--- src/rtl/lcd_line_writer.sv ---
// lcd_line_writer
//   Write-only HD44780 driver for the DE2 16x2 LCD. After reset it waits
//   T_PWRUP cycles, sends the init commands 0x38/0x0C/0x01/0x06 once, then
//   loops forever: set DDRAM address 0x80, write 16 characters taken from a
//   snapshot of d000..d015 sampled when the address write begins.
// Ports:
//   CLOCK_50   system clock
//   RESET      asynchronous active-high reset
//   d000..d015 line-1 character codes, columns 0..15
//   LCD_DATA   LCD data bus (always driven, no reads)
//   LCD_RW     constant 0 (write)
//   LCD_RS     0 = command, 1 = data
//   LCD_EN     write strobe
//   line_done  one-cycle pulse after column 15 completes
module lcd_line_writer #(
   parameter int T_PWRUP = 750000,
   parameter int T_SU    = 2,
   parameter int T_EN    = 12,
   parameter int T_HOLD  = 2,
   parameter int T_CMD   = 2500,
   parameter int T_CLR   = 82000
) (
   input  logic       CLOCK_50,
   input  logic       RESET,
   input  logic [7:0] d000, d001, d002, d003, d004, d005, d006, d007,
   input  logic [7:0] d008, d009, d010, d011, d012, d013, d014, d015,
   inout  wire  [7:0] LCD_DATA,
   output logic       LCD_RW,
   output logic       LCD_RS,
   output logic       LCD_EN,
   output logic       line_done
);

   function automatic int max2(input int a, input int b);
      return (a > b) ? a : b;
   endfunction

   localparam int MAXT = max2(max2(max2(T_PWRUP, T_SU), max2(T_EN, T_HOLD)),
                              max2(T_CMD, T_CLR));
   localparam int CW   = $clog2(MAXT + 1);

   localparam logic [CW-1:0] PWRUP_L = CW'(T_PWRUP - 1);
   localparam logic [CW-1:0] SU_L    = CW'(T_SU - 1);
   localparam logic [CW-1:0] EN_L    = CW'(T_EN - 1);
   localparam logic [CW-1:0] HOLD_L  = CW'(T_HOLD - 1);
   localparam logic [CW-1:0] CMD_L   = CW'(T_CMD - 1);
   localparam logic [CW-1:0] CLR_L   = CW'(T_CLR - 1);

   // sequence states
   localparam logic [1:0] S_PWRUP = 2'd0;
   localparam logic [1:0] S_INIT  = 2'd1;
   localparam logic [1:0] S_ADDR  = 2'd2;
   localparam logic [1:0] S_CHAR  = 2'd3;

   // byte-write phases
   localparam logic [1:0] PH_SETUP  = 2'd0;
   localparam logic [1:0] PH_STROBE = 2'd1;
   localparam logic [1:0] PH_HOLD   = 2'd2;
   localparam logic [1:0] PH_WAIT   = 2'd3;

   function automatic logic [7:0] init_cmd(input logic [1:0] i);
      case (i)
         2'd0:    return 8'h38;
         2'd1:    return 8'h0C;
         2'd2:    return 8'h01;
         default: return 8'h06;
      endcase
   endfunction

   logic [1:0]        state, phase;
   logic [CW-1:0]     cnt;
   logic [3:0]        idx;
   logic [15:0][7:0]  din, snap;
   logic [7:0]        data_q;
   logic              rs_q, en_q;
   logic [CW-1:0]     wait_l;

   assign din = {d015, d014, d013, d012, d011, d010, d009, d008,
                 d007, d006, d005, d004, d003, d002, d001, d000};

   // clear-display needs the long post-write wait
   assign wait_l = (!rs_q && data_q == 8'h01) ? CLR_L : CMD_L;

   assign LCD_DATA = data_q;
   assign LCD_RS   = rs_q;
   assign LCD_EN   = en_q;
   assign LCD_RW   = 1'b0;

   always_ff @(posedge CLOCK_50 or posedge RESET) begin
      if (RESET) begin
         state     <= S_PWRUP;
         phase     <= PH_SETUP;
         cnt       <= '0;
         idx       <= '0;
         snap      <= '0;
         data_q    <= 8'h00;
         rs_q      <= 1'b0;
         en_q      <= 1'b0;
         line_done <= 1'b0;
      end else begin
         line_done <= 1'b0;
         if (state == S_PWRUP) begin
            if (cnt == PWRUP_L) begin
               cnt    <= '0;
               state  <= S_INIT;
               idx    <= '0;
               phase  <= PH_SETUP;
               data_q <= init_cmd(2'd0);
               rs_q   <= 1'b0;
            end else begin
               cnt <= cnt + 1'b1;
            end
         end else begin
            case (phase)
               PH_SETUP:
                  if (cnt == SU_L) begin
                     cnt <= '0; phase <= PH_STROBE; en_q <= 1'b1;
                  end else cnt <= cnt + 1'b1;
               PH_STROBE:
                  if (cnt == EN_L) begin
                     cnt <= '0; phase <= PH_HOLD; en_q <= 1'b0;
                  end else cnt <= cnt + 1'b1;
               PH_HOLD:
                  if (cnt == HOLD_L) begin
                     cnt <= '0; phase <= PH_WAIT;
                  end else cnt <= cnt + 1'b1;
               default: // PH_WAIT: end of wait launches the next byte
                  if (cnt == wait_l) begin
                     cnt   <= '0;
                     phase <= PH_SETUP;
                     case (state)
                        S_INIT:
                           if (idx == 4'd3) begin
                              state  <= S_ADDR;
                              snap   <= din;
                              data_q <= 8'h80;
                              rs_q   <= 1'b0;
                              idx    <= '0;
                           end else begin
                              idx    <= idx + 4'd1;
                              data_q <= init_cmd(idx[1:0] + 2'd1);
                           end
                        S_ADDR: begin
                           state  <= S_CHAR;
                           data_q <= snap[0];
                           rs_q   <= 1'b1;
                           idx    <= '0;
                        end
                        S_CHAR:
                           if (idx == 4'd15) begin
                              // snapshot reloads on the edge that starts ADDR SETUP
                              state     <= S_ADDR;
                              snap      <= din;
                              data_q    <= 8'h80;
                              rs_q      <= 1'b0;
                              line_done <= 1'b1;
                              idx       <= '0;
                           end else begin
                              idx    <= idx + 4'd1;
                              data_q <= snap[idx + 4'd1];
                           end
                        default: state <= S_PWRUP;
                     endcase
                  end else cnt <= cnt + 1'b1;
            endcase
         end
      end
   end

endmodule

--- config.mk ---
export PLATFORM = sky130hd
export DESIGN_NAME = lcd_line_writer
export DESIGN_NICKNAME = d
export VERILOG_FILES = /design/src/rtl/lcd_line_writer.sv
export SDC_FILE = /design/constraint.sdc
export NUM_CORES = 1
export LEC_CHECK = 0
export BUFFER_PORTS_ARGS = -buffer_cell sky130_fd_sc_hd__buf_4
export CAP_MARGIN = 20
export CORE_UTILIZATION = 60
export CTS_CLUSTER_DIAMETER = 30
export DETAILED_ROUTE_END_ITERATION = 16
export PLACE_DENSITY = 0.84
export SLEW_MARGIN = 40
export SYNTH_ARGS = -nofsm -noshare
export SYNTH_HDL_FRONTEND = slang
export SYNTH_SLANG_ARGS = --single-unit
--- constraint.sdc ---
create_clock -name CLOCK_50 -period 13.2 [get_ports CLOCK_50]
set_input_delay 1.32 -clock CLOCK_50 [delete_from_list [all_inputs] [get_ports CLOCK_50]]
set_output_delay 1.32 -clock CLOCK_50 [all_outputs]
set_load 0.01 [all_outputs]
==> flow_metrics.env, run 1 <==
export IMPL_synthesis_area_per_instance_um2=14.6
export IMPL_tritoncts_num_sinks=167
export IMPL_power_leakage_nw=5.47
export IMPL_instance_count_after_placement_with_tap_cells_included=885
export IMPL_critPathTopFamily="simple AND/OR/NAND/NOR gates"
export IMPL_clk_path_buf_depth=2
export IMPL_cts_root_buf="clkbuf_16"
export IMPL_synth_commonest_cells="167 x dfrtp_1, 120 x mux2_4, 45 x nor2_1"
export IMPL_finish_instance_area_um2=10300
export IMPL_critPathArrivalTime_ns=4.62
export IMPL_die_h_um=123
export IMPL_floorplan_die_area_um2=15100
export IMPL_dp_hpwl_um=13800
export IMPL_n_fill_cell=834
export IMPL_synth_async_reset_ratio_pct=100
export IMPL_critPathCaptureType="register"
export IMPL_ys_top_cells_by_area="dfrtp_1 48%, mux2_4 21%, mux4_2 9.0%, buf_12 2.5%, ha_1 2.1%"
export IMPL_layout_min_cycle_time_ns=4.31
export IMPL_core_rowCount=43
export IMPL_cts_hold_buffers_added=0
export IMPL_num_nets_final=869
export IMPL_cts_tree="done"
export IMPL_drc=0
export IMPL_worst_path_max_fanout=41
export IMPL_hold_violations=0
export IMPL_worst_hold_path_type="reg2reg"
export IMPL_cp_start_kind="primary input"
export IMPL_post_route_util_pct=73.6
export IMPL_final_cells=916
export IMPL_drt_initial_drc_count=555
export IMPL_reported_max_cap_violation_count=0
export IMPL_synth_seq_cells=167
export IMPL_layout_worst_path_cycle_share_pct=32.7
export IMPL_netlist_area_um2=8750
export IMPL_cts_repair_resize_count=0
export IMPL_detail_route_first_pass_iterations=5
export IMPL_gr_util_all_layers_pct=28.2
export IMPL_cp_slowest_cell="nand3_4"
export IMPL_first_global_vias=5818
export IMPL_slew_of_the_pin_with_the_lowest_slew_margin_ns=0.760
export IMPL_worstSkewPairLatency_ns=0.43
export IMPL_worst_path_required_time_ns=13.51
export IMPL_crit_path_cell_trace="nor4_1 -> nand4_1 -> mux2_2 -> nor3_4 -> nand3_4 -> buf_4 -> buf_12 -> buf_4 -> mux2_4"
export IMPL_route_vias_total=5480
export IMPL_ant_diodes=0
export IMPL_grt_start_max_net_pins=100
export IMPL_yosys_most_used_dff="dfrtp_1"
export IMPL_fin_worst_skew_ns=0.00806
export IMPL_status="finished, final reports clean"
export IMPL_postRouteWirelength_um=19600
export IMPL_cp_num_buf_inv=3
export IMPL_clkSlewWorstSetupHoldPaths_ns=0.06
export IMPL_core_region_area_um2=14000
export IMPL_fmax_mhz=232
export IMPL_rsz0062_at_grt="no"
export IMPL_post_drt_wl_per_cell_um=21.4
export IMPL_ant_nets=0
export IMPL_synth_top_cell_area_share_pct=47.7
export IMPL_yosys_area_top_type="dfrtp_1"
export IMPL_ir_drop_mv=0.0893
export IMPL_design_power_total_mw=1.08
export IMPL_timing_reg2reg_setup_slack_ns=9.08
export IMPL_placement_io_buffers=132
export IMPL_via_density=5.98
export IMPL_antenna_found_initial=0
export IMPL_yosys_warning_total=0
export IMPL_layout_overhead_on_the_synthesized_area_pct=18.1
export IMPL_timing_max_slew_rel_slack_pct=48.9
export IMPL_die_width_um=123
export IMPL_detailed_place_area_um2=9710
export IMPL_ios=142
export IMPL_setup_viol=0
export IMPL_post_cts_setup_repair_bufs=0
export IMPL_library_cell_with_the_highest_instance_count_after_synthesis="dfrtp_1"
export IMPL_effective_utilization_at_floorplan_pct=62.3
export IMPL_grt_pass1_wl_um=31100
export IMPL_netlist_instances=599
export IMPL_crit_type="in2reg"
export IMPL_cpMostUsedCell="buf_4"
export IMPL_grt_remaining_overflow=0
export IMPL_postSynthNetCount=744
export IMPL_synth_yosys_seq_area_share_pct=47.7
export IMPL_numCtsBuffers=17
export IMPL_tns_ns=0
export IMPL_power_density_cell_area_nw_per_um2=105
export IMPL_cts_max_level=4
export IMPL_synth_edff_count=0
export IMPL_globalplace_congestion=0.874
export IMPL_synth_cell_type_count=62
export IMPL_fraction_of_final_layout_cells_sized_beyond_drive_strength_1_pct=47.7
export IMPL_final_max_slew_violation_count=0
export IMPL_slowest_delay_ns=0.56
==> stage by stage <==
stage / hold slack (ns) / setup slack (ns)
finish: 0.507 / 8.89
floorplan: 0.474 / 7.36
global placement: 0.485 / 8.50
CTS: 0.505 / 8.92
global route: 0.522 / 8.73
detailed placement: 0.487 / 8.49
==> cell type report <==
type	count	area, um^2	area share, %
tap	180	225	2.18
inverter	15	63.8	0.617
sequential	167	4180	40.4
clock buffer	24	512	4.95
timing repair buffer	140	1070	10.3
multi-input combinational	383	4180	40.4
clock inverter	7	115	1.11
==> cells in the final DEF (no fill, tap or decap), types with 6 or more instances in the layout <==
| master | n |
|---|---|
| inv_1 | 14 |
| dfrtp_1 | 166 |
| xor2_1 | 15 |
| buf_4 | 138 |
| nor2_1 | 45 |
| nand4_1 | 7 |
| mux2_2 | 12 |
| clkbuf_8 | 6 |
| ha_1 | 15 |
| o31ai_1 | 6 |
| mux2i_1 | 11 |
| nand2_1 | 25 |
| o21ai_0 | 8 |
| nand3_1 | 17 |
| mux2_4 | 120 |
| clkbuf_16 | 17 |
| mux4_2 | 35 |
==> final timing paths <==
| path | from | endpoint | cells past startpoint |
|---|---|---|---|
| setup reg to reg | state[1] | snap[100] | 10 |
| hold / removal | snap[91] | snap[91] | 1 |
| hold reg to reg | snap[91] | snap[91] | 1 |
| min in group asynchronous | RESET | snap[107] | 2 |
| setup / recovery | LCD_DATA[1] | snap[100] | 9 |
| max in group asynchronous | RESET | idx[0] | 3 |
==> metal layers <==
| layer | wire, um | vias to the layer above | track usage (%) |
|---|---|---|---|
| met5 | 0 | - | 0 |
| met4 | 438 | 0 | 10.3 |
| met3 | 1320 | 26 | 8.04 |
| met2 | 9730 | 222 | 44.5 |
| met1 | 8130 | 2809 | 37.3 |
| li1 | - | 2423 | - |
==> state kept, by name (all words and copies together) (netlist names) <==
name	flops
LCD_DATA	8
LCD_EN	1
LCD_RS	1
cnt	20
idx	4
line_done	1
phase	2
snap	128
state	2
==> logic make-up after synthesis <==
family                   Yosys count  synth area share (%)
AO/OA/AOI/OAI                     45                  3.62
XOR/XNOR                          21                  2.10
adder cells (fa/ha/maj)           15                  2.14
buffers and inverters             49                  4.62
flip-flops                       167                  47.7
multiplexers                     178                  32.4
other                              1                0.0428
AND/OR/NAND/NOR                  123                  7.33
==> power by group <==
part | total (mW) | internal [mW] | switching (mW) | leakage [nW]
Combinational | 0.0429 | 0.0251 | 0.0178 | 2.90
Sequential | 0.515 | 0.513 | 0.00175 | 2.26
Clock | 0.524 | 0.326 | 0.198 | 0.304
Total | 1.08 | 0.864 | 0.217 | 5.47
(Power assumes the default switching activity.)
==> inputs of run 2 (changes only) <==
Settings changed: CORE_UTILIZATION 60 to 57, PLACE_DENSITY 0.84 to 0.8.
Clock period 13.2 ns to 4.3 ns, I/O delays scaled along.
==> flow_metrics.env, run 2 (same netlist as run 1, synthesis figures left out) <==
export IMPL_effective_utilization_at_floorplan_pct=59.3
export IMPL_clkSlewWorstSetupHoldPaths_ns=0.07
export IMPL_ios=142
export IMPL_power_leakage_nw=5.48
export IMPL_first_global_vias=5703
export IMPL_worst_path_required_time_ns=4.61
export IMPL_die_h_um=126
export IMPL_fin_worst_skew_ns=0.00946
export IMPL_finish_instance_area_um2=10400
export IMPL_ff2ff_path_depth=7
export IMPL_route_vias_total=5402
export IMPL_num_nets_final=869
export IMPL_place_ws_ns=1.11
export IMPL_detailed_place_area_um2=9760
export IMPL_antenna_found_initial=0
export IMPL_cts_max_level=4
export IMPL_gr_util_all_layers_pct=25.9
export IMPL_post_drt_wl_per_cell_um=21.1
export IMPL_core_region_area_um2=14800
export IMPL_crit_type="reg2reg"
export IMPL_violations="negative hold slack"
export IMPL_grt_remaining_overflow=0
export IMPL_number_of_flip_flops_in_the_largest_register=128
export IMPL_most_common_cell_after_layout_fill_and_taps_aside="dfrtp_1"
export IMPL_floorplan_die_area_um2=15900
export IMPL_worst_hold_path_type="in2async"
export IMPL_rr_startpoint="cnt[13]"
export IMPL_via_density=5.87
export IMPL_detail_route_first_pass_iterations=4
export IMPL_clk_path_buf_depth=2
export IMPL_dp_hpwl_um=13800
export IMPL_status="finished, violations left"
export IMPL_whs_ns=-0.0112
export IMPL_critPathCaptureType="register"
export IMPL_cp_start_kind="register"
export IMPL_register_area_um2=4180
export IMPL_slew_of_the_pin_with_the_lowest_slew_margin_ns=0.787
export IMPL_layout_worst_path_cycle_share_pct=75.8
export IMPL_timing_reg2reg_setup_slack_ns=1.04
export IMPL_cts_repair_resize_count=0
export IMPL_ant_nets=0
export IMPL_registers_top_by_ff_count="snap"
export IMPL_post_cts_setup_repair_bufs=0
export IMPL_final_max_slew_violation_count=0
export IMPL_drc=0
export IMPL_fraction_of_final_layout_cells_sized_beyond_drive_strength_1_pct=47.8
export IMPL_worst_path_max_fanout=62
export IMPL_critPathArrivalTime_ns=3.57
export IMPL_layout_min_cycle_time_ns=3.26
export IMPL_tns_ns=0
export IMPL_grt_start_max_net_pins=88
export IMPL_final_cells=920
export IMPL_placement_io_buffers=132
export IMPL_multiInputGateArea_um2=4210
export IMPL_instance_count_after_placement_with_tap_cells_included=888
export IMPL_power_density_cell_area_nw_per_um2=316
export IMPL_reported_max_cap_violation_count=0
export IMPL_core_rowCount=44
export IMPL_tritoncts_num_sinks=167
export IMPL_fmax_mhz=307
export IMPL_timing_max_slew_rel_slack_pct=47.1
export IMPL_setup_viol=0
export IMPL_timing_rr_end="snap[29]"
export IMPL_ir_drop_mv=0.279
export IMPL_grt_pass1_wl_um=31000
export IMPL_numCtsBuffers=17
export IMPL_final_critical_path_setup_slack_ns=1.04
export IMPL_cts_root_buf="clkbuf_16"
export IMPL_drt_initial_drc_count=451
export IMPL_cts_hold_buffers_added=0
export IMPL_postRouteWirelength_um=19400
export IMPL_cts_tree="done"
export IMPL_n_fill_cell=969
export IMPL_hold_violations=12
export IMPL_layout_overhead_on_the_synthesized_area_pct=18.7
export IMPL_rsz0062_at_grt="no"
export IMPL_design_power_total_mw=3.29
export IMPL_final_cell_mix="166 x dfrtp_1, 136 x buf_4, 120 x mux2_4"
export IMPL_ant_diodes=0
export IMPL_post_route_util_pct=70.4
export IMPL_worstSkewPairLatency_ns=0.43
export IMPL_die_width_um=126
export IMPL_globalplace_congestion=0.873
[run 2: critical path, cell delays in order, from the launching register on]
cell and delay (ns):
dfrtp_1 0.42, or4_2 0.69, nor2_1 0.22, nand3_2 0.12, nor3_4 0.26, nand3_4 0.53
buf_12 0.47, mux2_4 0.36
[run 2: worst max path at each step]
stage	startpoint	to	slack, ns	depth (start not counted)
3_3_place_gp	idx[0]	LCD_DATA[6]	1.16	7
2_1_floorplan	idx[0]	LCD_DATA[0]	0.85	12
5_1_grt	cnt[13]	snap[38]	0.89	7
3_5_place_dp	cnt[13]	snap[78]	1.11	7
6_report	cnt[13]	snap[29]	1.04	7
4_1_cts	cnt[13]	snap[49]	1.08	7
[run 2: final cells by class]
class,count,share of cell area (%)
well taps,184,2.22
repair buffers,140,10.7
flip-flops and latches,167,40.2
multi-input cells,383,40.5
inverters,15,0.578
clock inverters,10,1.37
clock buffers,21,4.43
[run 2: per-layer routing]
| metal | global-route usage (%) | share of wire [%] |
|---|---|---|
| met4 | 8.15 | 1.8 |
| met1 | 34.3 | 41 |
| met2 | 42.3 | 51 |
| met5 | 0 | 0 |
| met3 | 6.50 | 6.6 |
[run 2: power by group]
part / switching, mW / internal [mW]
clock: 0.626 / 0.946
sequential: 0.00646 / 1.57
combinational: 0.0540 / 0.0808
total: 0.687 / 2.60
==> inputs of run 3 (changes only) <==
Settings changed: CORE_UTILIZATION 57 to 52, PLACE_DENSITY 0.8 to 0.77.
Clock period 4.3 ns to 2.9 ns, I/O delays scaled along.
==> flow_metrics.env, run 3 (same netlist as run 1, synthesis figures left out) <==
export IMPL_status="finished, final reports clean"
export IMPL_post_route_util_pct=63.5
export IMPL_layout_overhead_on_the_synthesized_area_pct=20.0
export IMPL_worst_hold_path_type="in2reg"
export IMPL_fmax_mhz=359
export IMPL_detail_route_first_pass_iterations=5
export IMPL_num_nets_final=888
export IMPL_cp_num_buf_inv=1
export IMPL_fin_worst_skew_ns=0.00661
export IMPL_core_rowCount=47
export IMPL_most_common_cell_after_layout_fill_and_taps_aside="dfrtp_1"
export IMPL_ios=142
export IMPL_grt_start_max_net_pins=105
export IMPL_slew_of_the_pin_with_the_lowest_slew_margin_ns=0.809
export IMPL_crit_path_cell_trace="or4_2 -> nor2_1 -> nand3_2 -> nor3_4 -> nand3_4 -> buf_12 -> mux2_4"
export IMPL_cts_repair_resize_count=0
export IMPL_multiInputGateArea_um2=4180
export IMPL_drt_initial_drc_count=372
export IMPL_crit_cells=7
export IMPL_via_density=5.60
export IMPL_grt_pass1_wl_um=32000
export IMPL_rsz0062_at_grt="no"
export IMPL_fraction_of_final_layout_cells_sized_beyond_drive_strength_1_pct=48.3
export IMPL_final_cell_mix="166 x dfrtp_1, 149 x buf_4, 120 x mux2_4"
export IMPL_globalplace_congestion=0.896
export IMPL_hold_violations=0
export IMPL_effective_utilization_at_floorplan_pct=53.0
export IMPL_crit_type="reg2reg"
export IMPL_core_region_area_um2=16500
export IMPL_clkSlewWorstSetupHoldPaths_ns=0.06
export IMPL_cp_start_kind="register"
export IMPL_power_density_cell_area_nw_per_um2=441
export IMPL_critPathCaptureType="register"
export IMPL_registers_top_by_ff_count="snap"
export IMPL_post_drt_wl_per_cell_um=20.2
export IMPL_cp_slowest_cell="or4_2"
export IMPL_whs_ns=0.0155
export IMPL_postRouteWirelength_um=19700
export IMPL_floorplan_die_area_um2=17400
export IMPL_critPathTopFamily="simple AND/OR/NAND/NOR gates"
export IMPL_cts_max_level=4
export IMPL_final_max_slew_violation_count=0
export IMPL_cts_hold_buffers_added=6
export IMPL_ff2ff_path_depth=7
export IMPL_post_cts_setup_repair_bufs=0
export IMPL_numCtsBuffers=17
export IMPL_register_area_um2=4180
export IMPL_drc=0
export IMPL_timing_max_slew_rel_slack_pct=46.0
export IMPL_clk_path_buf_depth=2
export IMPL_design_power_total_mw=4.63
export IMPL_ant_nets=0
export IMPL_hold_path_depth=2
export IMPL_die_h_um=132
export IMPL_die_width_um=132
export IMPL_critPathArrivalTime_ns=3.09
export IMPL_layout_worst_path_cycle_share_pct=96.1
export IMPL_final_critical_path_setup_slack_ns=0.112
export IMPL_first_global_vias=5831
export IMPL_n_fill_cell=1174
export IMPL_number_of_flip_flops_in_the_largest_register=128
export IMPL_worst_path_max_fanout=104
export IMPL_slowest_delay_ns=0.68
export IMPL_grt_remaining_overflow=0
export IMPL_antenna_found_initial=1
export IMPL_cts_tree="done"
export IMPL_power_leakage_nw=5.54
export IMPL_setup_viol=0
export IMPL_worst_path_required_time_ns=3.21
export IMPL_placement_io_buffers=132
export IMPL_tritoncts_num_sinks=167
export IMPL_ir_drop_mv=0.388
export IMPL_cts_root_buf="clkbuf_16"
export IMPL_route_vias_total=5464
export IMPL_dp_hpwl_um=14300
export IMPL_layout_min_cycle_time_ns=2.79
export IMPL_worstSkewPairLatency_ns=0.42
export IMPL_place_ws_ns=0.204
export IMPL_reported_max_cap_violation_count=0
export IMPL_tns_ns=0
export IMPL_gr_util_all_layers_pct=24.1
export IMPL_ant_diodes=0
run 3: cell count changes in the layout (fill, tap and decap cells not counted), sizes merged:
| cell | delta |
|---|---|
| clkinv | +4 |
| inv | -3 |
| dlygate4sd3 | +6 |
| bufinv | -3 |
| clkbuf | +3 |
| buf | +13 |
run 3: area by class of cell:
| type | count | area share (%) |
|---|---|---|
| Clock buffer | 24 | 4.78 |
| Clock inverter | 8 | 0.441 |
| Inverter | 15 | 0.572 |
| Multi-Input combinational cell | 383 | 39.8 |
| Sequential cell | 167 | 39.8 |
| Tap cell | 220 | 2.62 |
| Timing Repair Buffer | 159 | 12.0 |
run 3: routing by layer:
metal  global-route usage [%]  routed length (um)
met5                        0                  13
met3                     6.23                1090
met1                     31.9                8510
met4                     8.46                 421
met2                     38.8                9690
run 3: where the power goes:
part           total, mW  switching, mW  internal, mW  leakage [nW]
combinational      0.198         0.0790         0.119          3.00
clock               2.09          0.888          1.20         0.276
sequential          2.35         0.0107          2.34          2.26
total               4.63          0.978          3.66          5.54
run 3: path summary, 6_finish.rpt:
kind,startpoint,end,slack [ns]
min reg2reg,snap[45],snap[45],0.51
max,cnt[12],snap[41],0.11
min,LCD_DATA[6],LCD_DATA[6],0.02
min in group asynchronous,RESET,snap[89],0.42
max reg2reg,cnt[12],snap[41],0.11
max in group asynchronous,RESET,snap[57],1.73
run 3: through the flow:
stage,instances,instance area (um^2)
6_report,976,10500
5_1_grt,976,10500
4_1_cts,976,10500
3_5_place_dp,938,9890
3_3_place_gp,938,9890
2_1_floorplan,599,8760
